**config.mk**
```make
export PLATFORM = sky130hd
export DESIGN_NAME = pipeline_controller
export DESIGN_NICKNAME = d
export VERILOG_FILES = /design/src/rtl/pipeline_controller_pkg.sv /design/src/rtl/pipeline_controller_hazard_detect.sv /design/src/rtl/pipeline_controller.sv
export SDC_FILE = /design/constraint.sdc
export NUM_CORES = 1
export LEC_CHECK = 0
export CAP_MARGIN = 20
export CORE_MARGIN = 5
export CORE_UTILIZATION = 36
export DETAILED_ROUTE_END_ITERATION = 10
export PLACE_DENSITY = 0.81
export SETUP_SLACK_MARGIN = 0.3
export SYNTH_ARGS = -nofsm -noshare
export SYNTH_HDL_FRONTEND = slang
export SYNTH_SLANG_ARGS = --single-unit
```
**constraint.sdc**
```tcl
create_clock -name clk -period 2.1 [get_ports clk]
set_input_delay 0.21 -clock clk [delete_from_list [all_inputs] [get_ports clk]]
set_output_delay 0.21 -clock clk [all_outputs]
set_load 0.05 [all_outputs]
```
**src/rtl/pipeline_controller_pkg.sv**
```systemverilog
// pipe_ctrl_pkg: shared state encoding and register-file index constants
// for the pipeline stall/flush sequencer.
`default_nettype none

package pipe_ctrl_pkg;

    localparam int RF_IDX_W = 5;
    localparam logic [RF_IDX_W-1:0] REG_X0 = 5'd0;

    typedef enum logic [0:0] {
        RUN    = 1'b0,
        SQUASH = 1'b1
    } ctrl_state_t;

endpackage

`default_nettype wire

```
**src/rtl/pipeline_controller_hazard_detect.sv**
```systemverilog
// hazard_detect: combinational load-use compare between the ID sources
// and the EX destination.
`default_nettype none

module hazard_detect
    import pipe_ctrl_pkg::*;
(
    input  logic [RF_IDX_W-1:0] id_rs1_i,
    input  logic [RF_IDX_W-1:0] id_rs2_i,
    input  logic                id_uses_rs1_i,
    input  logic                id_uses_rs2_i,
    input  logic [RF_IDX_W-1:0] ex_rd_i,
    input  logic                ex_is_load_i,
    output logic                load_use_o
);

    logic rs1_hit;
    logic rs2_hit;

    assign rs1_hit = id_uses_rs1_i && (id_rs1_i == ex_rd_i);
    assign rs2_hit = id_uses_rs2_i && (id_rs2_i == ex_rd_i);

    // x0 is never written, so a load targeting it cannot create a hazard.
    assign load_use_o = ex_is_load_i && (ex_rd_i != REG_X0) && (rs1_hit || rs2_hit);

endmodule

`default_nettype wire

```
**src/rtl/pipeline_controller.sv**
```systemverilog
// pipeline_controller: stall/flush sequencer for the 5-stage RV32I pipeline.
// Optional performance counters are built when PIPE_PERF_CNT_EN is defined.
`default_nettype none

module pipeline_controller
    import pipe_ctrl_pkg::*;
#(
    parameter int WIDTH = 32
) (
    input  logic                clk,
    input  logic                reset_n,
    input  logic                imem_resp,
    input  logic                dmem_busy,
    input  logic [RF_IDX_W-1:0] id_rs1,
    input  logic [RF_IDX_W-1:0] id_rs2,
    input  logic                id_uses_rs1,
    input  logic                id_uses_rs2,
    input  logic [RF_IDX_W-1:0] ex_rd,
    input  logic                ex_is_load,
    input  logic                ex_br_taken,
    input  logic [WIDTH-1:0]    ex_br_target,
    output logic                load_pc,
    output logic                load_if_id,
    output logic                load_id_ex,
    output logic                load_ex_mem,
    output logic                load_mem_wb,
    output logic                clr_if_id,
    output logic                clr_id_ex,
    output logic                pc_redirect,
    output logic [WIDTH-1:0]    redirect_target,
    output logic [31:0]         stall_cycles,
    output logic [31:0]         squash_count
);

    ctrl_state_t      state_q, state_d;
    logic [WIDTH-1:0] target_q, target_d;
    logic             load_use;

    hazard_detect u_hazard_detect (
        .id_rs1_i      (id_rs1),
        .id_rs2_i      (id_rs2),
        .id_uses_rs1_i (id_uses_rs1),
        .id_uses_rs2_i (id_uses_rs2),
        .ex_rd_i       (ex_rd),
        .ex_is_load_i  (ex_is_load),
        .load_use_o    (load_use)
    );

    always_comb begin
        state_d         = state_q;
        target_d        = target_q;
        load_pc         = 1'b0;
        load_if_id      = 1'b0;
        load_id_ex      = 1'b0;
        load_ex_mem     = 1'b0;
        load_mem_wb     = 1'b0;
        clr_if_id       = 1'b0;
        clr_id_ex       = 1'b0;
        pc_redirect     = 1'b0;
        redirect_target = ex_br_target;

        if (!reset_n) begin
            clr_if_id = 1'b1;
            clr_id_ex = 1'b1;
        end else begin
            case (state_q)
                RUN: begin
                    if (dmem_busy) begin
                        // Whole pipe frozen; a taken branch stays in EX and is seen again.
                    end else if (ex_br_taken && imem_resp) begin
                        load_pc     = 1'b1;
                        pc_redirect = 1'b1;
                        load_if_id  = 1'b1;
                        load_id_ex  = 1'b1;
                        load_ex_mem = 1'b1;
                        load_mem_wb = 1'b1;
                        clr_if_id   = 1'b1;
                        clr_id_ex   = 1'b1;
                    end else if (ex_br_taken) begin
                        // Fetch still in flight: park the target until it lands.
                        state_d     = SQUASH;
                        target_d    = ex_br_target;
                        load_id_ex  = 1'b1;
                        load_ex_mem = 1'b1;
                        load_mem_wb = 1'b1;
                        clr_id_ex   = 1'b1;
                    end else if (load_use) begin
                        load_id_ex  = 1'b1;
                        load_ex_mem = 1'b1;
                        load_mem_wb = 1'b1;
                        clr_id_ex   = 1'b1;
                    end else if (!imem_resp) begin
                        load_if_id  = 1'b1;
                        load_id_ex  = 1'b1;
                        load_ex_mem = 1'b1;
                        load_mem_wb = 1'b1;
                        clr_if_id   = 1'b1;
                    end else begin
                        load_pc     = 1'b1;
                        load_if_id  = 1'b1;
                        load_id_ex  = 1'b1;
                        load_ex_mem = 1'b1;
                        load_mem_wb = 1'b1;
                    end
                end
                SQUASH: begin
                    redirect_target = target_q;
                    clr_id_ex       = 1'b1;
                    load_id_ex      = !dmem_busy;
                    load_ex_mem     = !dmem_busy;
                    load_mem_wb     = !dmem_busy;
                    // Front end completes the redirect regardless of the back end.
                    if (imem_resp) begin
                        load_pc     = 1'b1;
                        pc_redirect = 1'b1;
                        clr_if_id   = 1'b1;
                        state_d     = RUN;
                    end
                end
                default: state_d = RUN;
            endcase
        end
    end

    always_ff @(posedge clk or negedge reset_n) begin
        if (!reset_n) begin
            state_q  <= RUN;
            target_q <= '0;
        end else begin
            state_q  <= state_d;
            target_q <= target_d;
        end
    end

`ifdef PIPE_PERF_CNT_EN
    logic [31:0] stall_q, stall_d;
    logic [31:0] squash_q, squash_d;

    assign stall_d  = stall_q + {31'd0, ~load_pc};
    assign squash_d = squash_q + {31'd0, pc_redirect};

    always_ff @(posedge clk or negedge reset_n) begin
        if (!reset_n) begin
            stall_q  <= '0;
            squash_q <= '0;
        end else begin
            stall_q  <= stall_d;
            squash_q <= squash_d;
        end
    end

    assign stall_cycles = stall_q;
    assign squash_count = squash_q;
`else
    assign stall_cycles = 32'd0;
    assign squash_count = 32'd0;
`endif

endmodule

`default_nettype wire

```
# [Yosys cells after proc, flatten, opt, wreduce, memory -nomap -nowiden]
# Cells that the tools add are included.
[totals] reg_bits=33 inputBits=55 elab_cells=55
[op_classes] n_eq_ne=2 n_mux=39 bitwise_logic=3 reduce_logical=9
[op_table] cell="two-way mux 32 bit" count=2
[op_table] cell="two-way mux 1 bit" count=31
[op_table] cell="one-hot mux 1 bit (2 select lines)" count=6
[op_table] cell="== test 5 bit" count=2
[op_table] cell="logical AND 1 bit" count=5
[op_table] cell="AND reduction 5 bit" count=1
[op_table] cell="nonzero test 5 bit" count=1
[op_table] cell="NOT 1 bit" count=3
[op_table] cell="logical NOT 1 bit" count=1
[op_table] cell="logical OR 1 bit" count=1

# [Depth between registers and ports, before layout]
[depth] word_depth=10 mapped_depth=5 mapped_depth_nobuf=4

# [Hierarchy]
# A second synthesis with hierarchy kept.
[hier_totals] cells_unflattened=206 area_unflattened_um2=2352.3
[modules_own_cells] module="pipeline_controller" instances=1 cells_each=189 area_each_um2=2218.4
[modules_own_cells] module="hazard_detect" instances=1 cells_each=17 area_each_um2=133.9

# [Least setup slack after synthesis]
# No wires, ideal clock.
[synth_timing] kind="input-to-output" from="in ex_rd[1]" to="out load_pc" arrival_ns=2.218 setup_slack_ns=-0.328 path_stages=4 cell_sequence="or4_1 -> o21ai_2 -> nor3_1 -> a221oi_1"
[synth_between] elab_chain_len=10
[synth_lines] element="start, declared" line_no="pipeline_controller.sv:18" source="input logic [RF_IDX_W-1:0] ex_rd,"
[synth_lines] element="== test 5 bit (on tied branches)" line_no="pipeline_controller_hazard_detect.sv:20, pipeline_controller_hazard_detect.sv:21"
[synth_lines] element="logical AND 1 bit (on tied branches)" line_no="pipeline_controller_hazard_detect.sv:20, pipeline_controller_hazard_detect.sv:21"
[synth_lines] element="logical OR 1 bit" line_no="pipeline_controller_hazard_detect.sv:24" source="assign load_use_o = ex_is_load_i && (ex_rd_i != REG_X0) && (rs1_hit || rs2_hit);"
[synth_lines] element="logical AND 1 bit (*)" line_no="pipeline_controller_hazard_detect.sv:24"
[synth_lines] element="two-way mux 1 bit (*)" line_no="pipeline_controller.sv:87" source="end else if (load_use) begin"
[synth_lines] element="two-way mux 1 bit (*)" line_no="pipeline_controller.sv:79" source="end else if (ex_br_taken) begin"
[synth_lines] element="two-way mux 1 bit (*)" line_no="pipeline_controller.sv:70" source="end else if (ex_br_taken && imem_resp) begin"
[synth_lines] element="two-way mux 1 bit (*)" line_no="pipeline_controller.sv:68" source="if (dmem_busy) begin"
[synth_lines] element="one-hot mux 1 bit (2 select lines) (*)" line_no="pipeline_controller.sv:66" source="case (state_q)"
[synth_lines] element="two-way mux 1 bit (*)" line_no="pipeline_controller.sv:62" source="if (!reset_n) begin"
[synth_lines] element="end, declared" line_no="pipeline_controller.sv:22" source="output logic load_pc,"
# Every way passes the cells marked *; elsewhere a longest branch is shown, timed or not.

# [Final worst setup path]
# Ends and elaborated chain as after synthesis.

==> results.md <==
- The flow ran to the end, and the final reports show no timing, DRC or antenna violations.
- The worst path needs ~1.8 ns of the cycle, external delays included.
- The global-route total usage across every layer is 0.120.
- On the worst path, the slowest cell contributes a delay of about 0.54 ns.
- In the final design database the tool counted 377 nets.
- The total area inside the core boundary comes to roughly 0.0064 sq mm.
- The worst ir drop on vdd is 0.378 mV.
- The critical setup path kind is in -> out.
- The share of total power dissipated in the clock network is 0.180.
- The congestion estimate from routability-driven global placement came to 0.765.
- The tool flagged a number of max-cap violations equal to 0.
- The sequential power share is 0.339.
- The worst-path cell with the longest stage delay is sky130_fd_sc_hd__or4_4.
- The worst setup path is launched from an input port.
- The depth of the worst register-to-register path is 5.
- The clock slew at the register clock pins of the worst setup and hold paths is 0.07 ns.
- The clock reaches the later pin of the worst-skew pair after 0.28 ns.
- The placed cell area is between 0.003 and 0.004 sq mm.
- The cell type with the largest total area after synthesis is sky130_fd_sc_hd__dfrtp_1.
- Of the total power, combinational logic draws 0.482.
- The final clock period utilization by the worst path is 0.862.
- Setup violations remaining at the end of the flow were counted as 0.
- In this run the critical register-to-register path is launched from state_q.
- After detailed routing, the average wire length per cell comes to 14.4 microns.
- No sink is reached through more buffers than the 2 on the longest clock path.
- The routed layout has 1,739 vias.
- After the first detailed-routing iteration, the DRC count stood at 21.
- The flip-flop and latch count after synthesis is 33.
- Clock skew on the completed layout was measured at approximately 0.0036 ns.
- The total number of clock tree sinks is 33.
- The global route total overflow is 0.
- At the worst endpoint, the arrival time is between 1.5 and 2 ns.
- The area of the die is 0.00829 sq mm.
- The overall power of the completed layout is 2590 uW.
- The biggest fanout along the worst timing path is 4.
- Walking the worst path, the cells encountered are buf_6 > or4_4 > o21ai_4 > nor3_2 > a221oi_2 > buf_12.
- The end of the worst register-to-register path is target_q[17].
- The master cell of the clock root buffer is sky130_fd_sc_hd__clkbuf_8.
- The mean number of vias per cell is around 4.3.
- After routing the design area is 0.00373 sq mm.
- 0 antenna diodes ended up in the layout.
- The family with the most delay on the worst path is simple AND/OR/NAND/NOR gates.
- The post-synthesis instance total is 211.
- In this run the tool buffered the top-level ports with 94 buffer cells.
- The share of synthesized area in the top cell type comes to 0.349.
- The warning count from the yosys run is 0.
- The number of global-route vias before repair is ~1,700.
- In this run the cell area of the synthesized design comes to 0.00236 sq mm.
- The area growth from synthesis to layout is 57.8%.
- The H-tree generated during clock tree synthesis spans 2 levels.
- The die span in y is 91.1 microns.
- The detail route stage leaves a number of antenna-violating nets equal to 0.
- For this design the total switching power over the nets is 1040 uW.
- Internal power comes to 1560 uW.
- For this run, the register share of the synthesized area comes to 0.349.
- The most common cell after layout, fill and taps aside is sky130_fd_sc_hd__conb_1.
- For this design the ratio of total power to cell area is between 600 and 700 mW/mm^2.
- Summed over all cells, the static leakage comes to 0.00182 uW.
- The number of hold violations in the final report is 0.
- For this design the top-level I/O count stands at 159.
- Of the cells placed in the final design, the portion with a size suffix greater than 1 is 0.455.
- Entering global routing, the biggest net connects 34 pins.
- The required arrival time at the worst endpoint is 1.89 ns.
- The buffering stage count on the worst path with inverters included is 2.
- The average instance in the mapped netlist occupies 11.2 sq um.
- The max-slew violation total from the final report is 0.
- STA classifies the critical path endpoint as a primary output.
- The first global-routing pass estimated 8.27 mm of wire.
- For this run, the detailed router's first-pass iteration total came to 4.
- On the final layout, the worst hold slack is 0.0995 ns.
- From left edge to right edge, the die measures ~91 microns.
- Based on the critical path, the design can be clocked at up to approximately 550 MHz.
- The final routed wirelength across all metal layers is 5.74 mm.
- Setup repair after global routing could not meet its margin everywhere.
- The estimated wirelength of the detail-placed design is between 4 and 5 mm.
- The row count is 29.
- The min-delay analysis places its worst path in the category in -> async.
- The starting utilization of the core area is 0.370.
- In the post-synthesis netlist, the biggest area contributors are sky130_fd_sc_hd__dfrtp_1 (35%), sky130_fd_sc_hd__mux2_2 (30%), sky130_fd_sc_hd__buf_4 (21%).
- In the layout the commonest cells are sky130_fd_sc_hd__conb_1 (64), sky130_fd_sc_hd__mux2_2 (39), sky130_fd_sc_hd__clkdlybuf4s50_1 (39), sky130_fd_sc_hd__dfrtp_1 (32).
- TritonCTS built the clock tree.
- The count of cell types in the netlist is 26.
- Of the total power, the share spent switching nets is 0.399.
- Setup slack on the worst reg-to-reg path comes out at between 0.4 and 0.5 ns.
- The total clock buffers created by CTS is 5.
- The initial antenna violation count is 0.
- The DRC violations left is 0.
worst reg2reg max path: stages (launching register included):
cell and delay [ns]:
sky130_fd_sc_hd__dfrtp_2 0.46, sky130_fd_sc_hd__inv_2 0.10, sky130_fd_sc_hd__nand2_2 0.09, sky130_fd_sc_hd__nor3b_4 0.19, sky130_fd_sc_hd__buf_4 0.27, sky130_fd_sc_hd__mux2_2 0.38
worst max path at each step:
| stage | start | end | slack, ns | depth (start not counted) |
|---|---|---|---|---|
| final | ex_rd[1] | load_pc | 0.29 | 6 |
| after global routing | ex_rd[1] | load_pc | 0.22 | 6 |
| after CTS | ex_rd[1] | load_pc | 0.28 | 6 |
| after detailed placement | ex_rd[2] | load_pc | -0.10 | 6 |
| after global placement | ex_rd[2] | load_pc | -0.05 | 6 |
| after floorplan | ex_rd[1] | load_pc | 0.15 | 4 |
metal layers:
layer  vias to the layer above  global-route usage  routed length, microns
met1                       828               0.135                    2140
met2                        97               0.205                    2860
met5                         -                   0                       0
met3                         4              0.0562                     711
li1                        810                   -                       -
met4                         0              0.0330                      37
kinds of logic after synthesis:
kind of cell / count (synthesis) / synth area share
other: 1 / 0.00159
xor gates and xnor gates: 10 / 0.0370
and+or+nand+nor: 18 / 0.0429
buffers and inverters: 74 / 0.231
muxes: 64 / 0.305
DFF: 33 / 0.349
AOI/OAI and AO/OA: 11 / 0.0333
cells in the mapped netlist:
library cell	count
sky130_fd_sc_hd__buf_4	67
sky130_fd_sc_hd__mux2_2	62
sky130_fd_sc_hd__dfrtp_1	33
sky130_fd_sc_hd__xnor2_1	10
sky130_fd_sc_hd__nand2_1	5
sky130_fd_sc_hd__nor2_1	4
sky130_fd_sc_hd__a21oi_1	3
sky130_fd_sc_hd__nor3_1	3
sky130_fd_sc_hd__a211o_1	2
sky130_fd_sc_hd__buf_2	2
sky130_fd_sc_hd__buf_6	2
sky130_fd_sc_hd__inv_1	2
sky130_fd_sc_hd__mux2_1	2
sky130_fd_sc_hd__nand4_1	2
sky130_fd_sc_hd__a21o_1	1
sky130_fd_sc_hd__a221oi_1	1
sky130_fd_sc_hd__and2b_1	1
sky130_fd_sc_hd__buf_1	1
sky130_fd_sc_hd__conb_1	1
sky130_fd_sc_hd__nor2b_1	1
sky130_fd_sc_hd__nor3b_4	1
sky130_fd_sc_hd__o21ai_0	1
sky130_fd_sc_hd__o21ai_2	1
sky130_fd_sc_hd__o21ba_2	1
sky130_fd_sc_hd__o22ai_1	1
sky130_fd_sc_hd__or4_1	1
metrics by stage:
step | std cells | setup slack [ns] | utilization | TNS (ns)
2_1_floorplan | 274 | 0.149 | - | 0
3_3_place_gp | 385 | -0.0468 | 0.499 | -0.0468
3_5_place_dp | 385 | -0.104 | 0.499 | -0.167
4_1_cts | 397 | 0.281 | 0.525 | 0
5_1_grt | 400 | 0.219 | 0.584 | 0
6_report | 400 | 0.291 | 0.584 | 0
state kept, by name, indices dropped and copies added, names as in the netlist:
name and flops:
target_q 32, state_q 1
final cells by class:
cell class | count | area, sq um
sequential | 33 | 827
timing repair buffer | 113 | 1340
multi-input combinational | 167 | 1370
clock inverter | 3 | 17.5
fill | 531 | 2660
tap | 77 | 96.3
inverter | 2 | 7.51
clock buffer | 5 | 68.8
power by group through the flow:
stage	Combinational [uW]	Clock, uW	Sequential [uW]
3_5_place_dp	1080	0	886
5_1_grt	1310	514	900
2_1_floorplan	900	0	862
6_report	1250	466	878
4_1_cts	1110	492	874
3_3_place_gp	1070	0	876
repair_timing:
action,4_1_cts,5_1_grt
gates resized for setup,39,85
hold buffers,1,0
pin swaps,10,10
endpoints found under the setup margin,36,36
setup buffers,3,1
cloned,0,2
hold endpoints to repair,1,0
No activity file was read; power rests on OpenSTA's default activity.
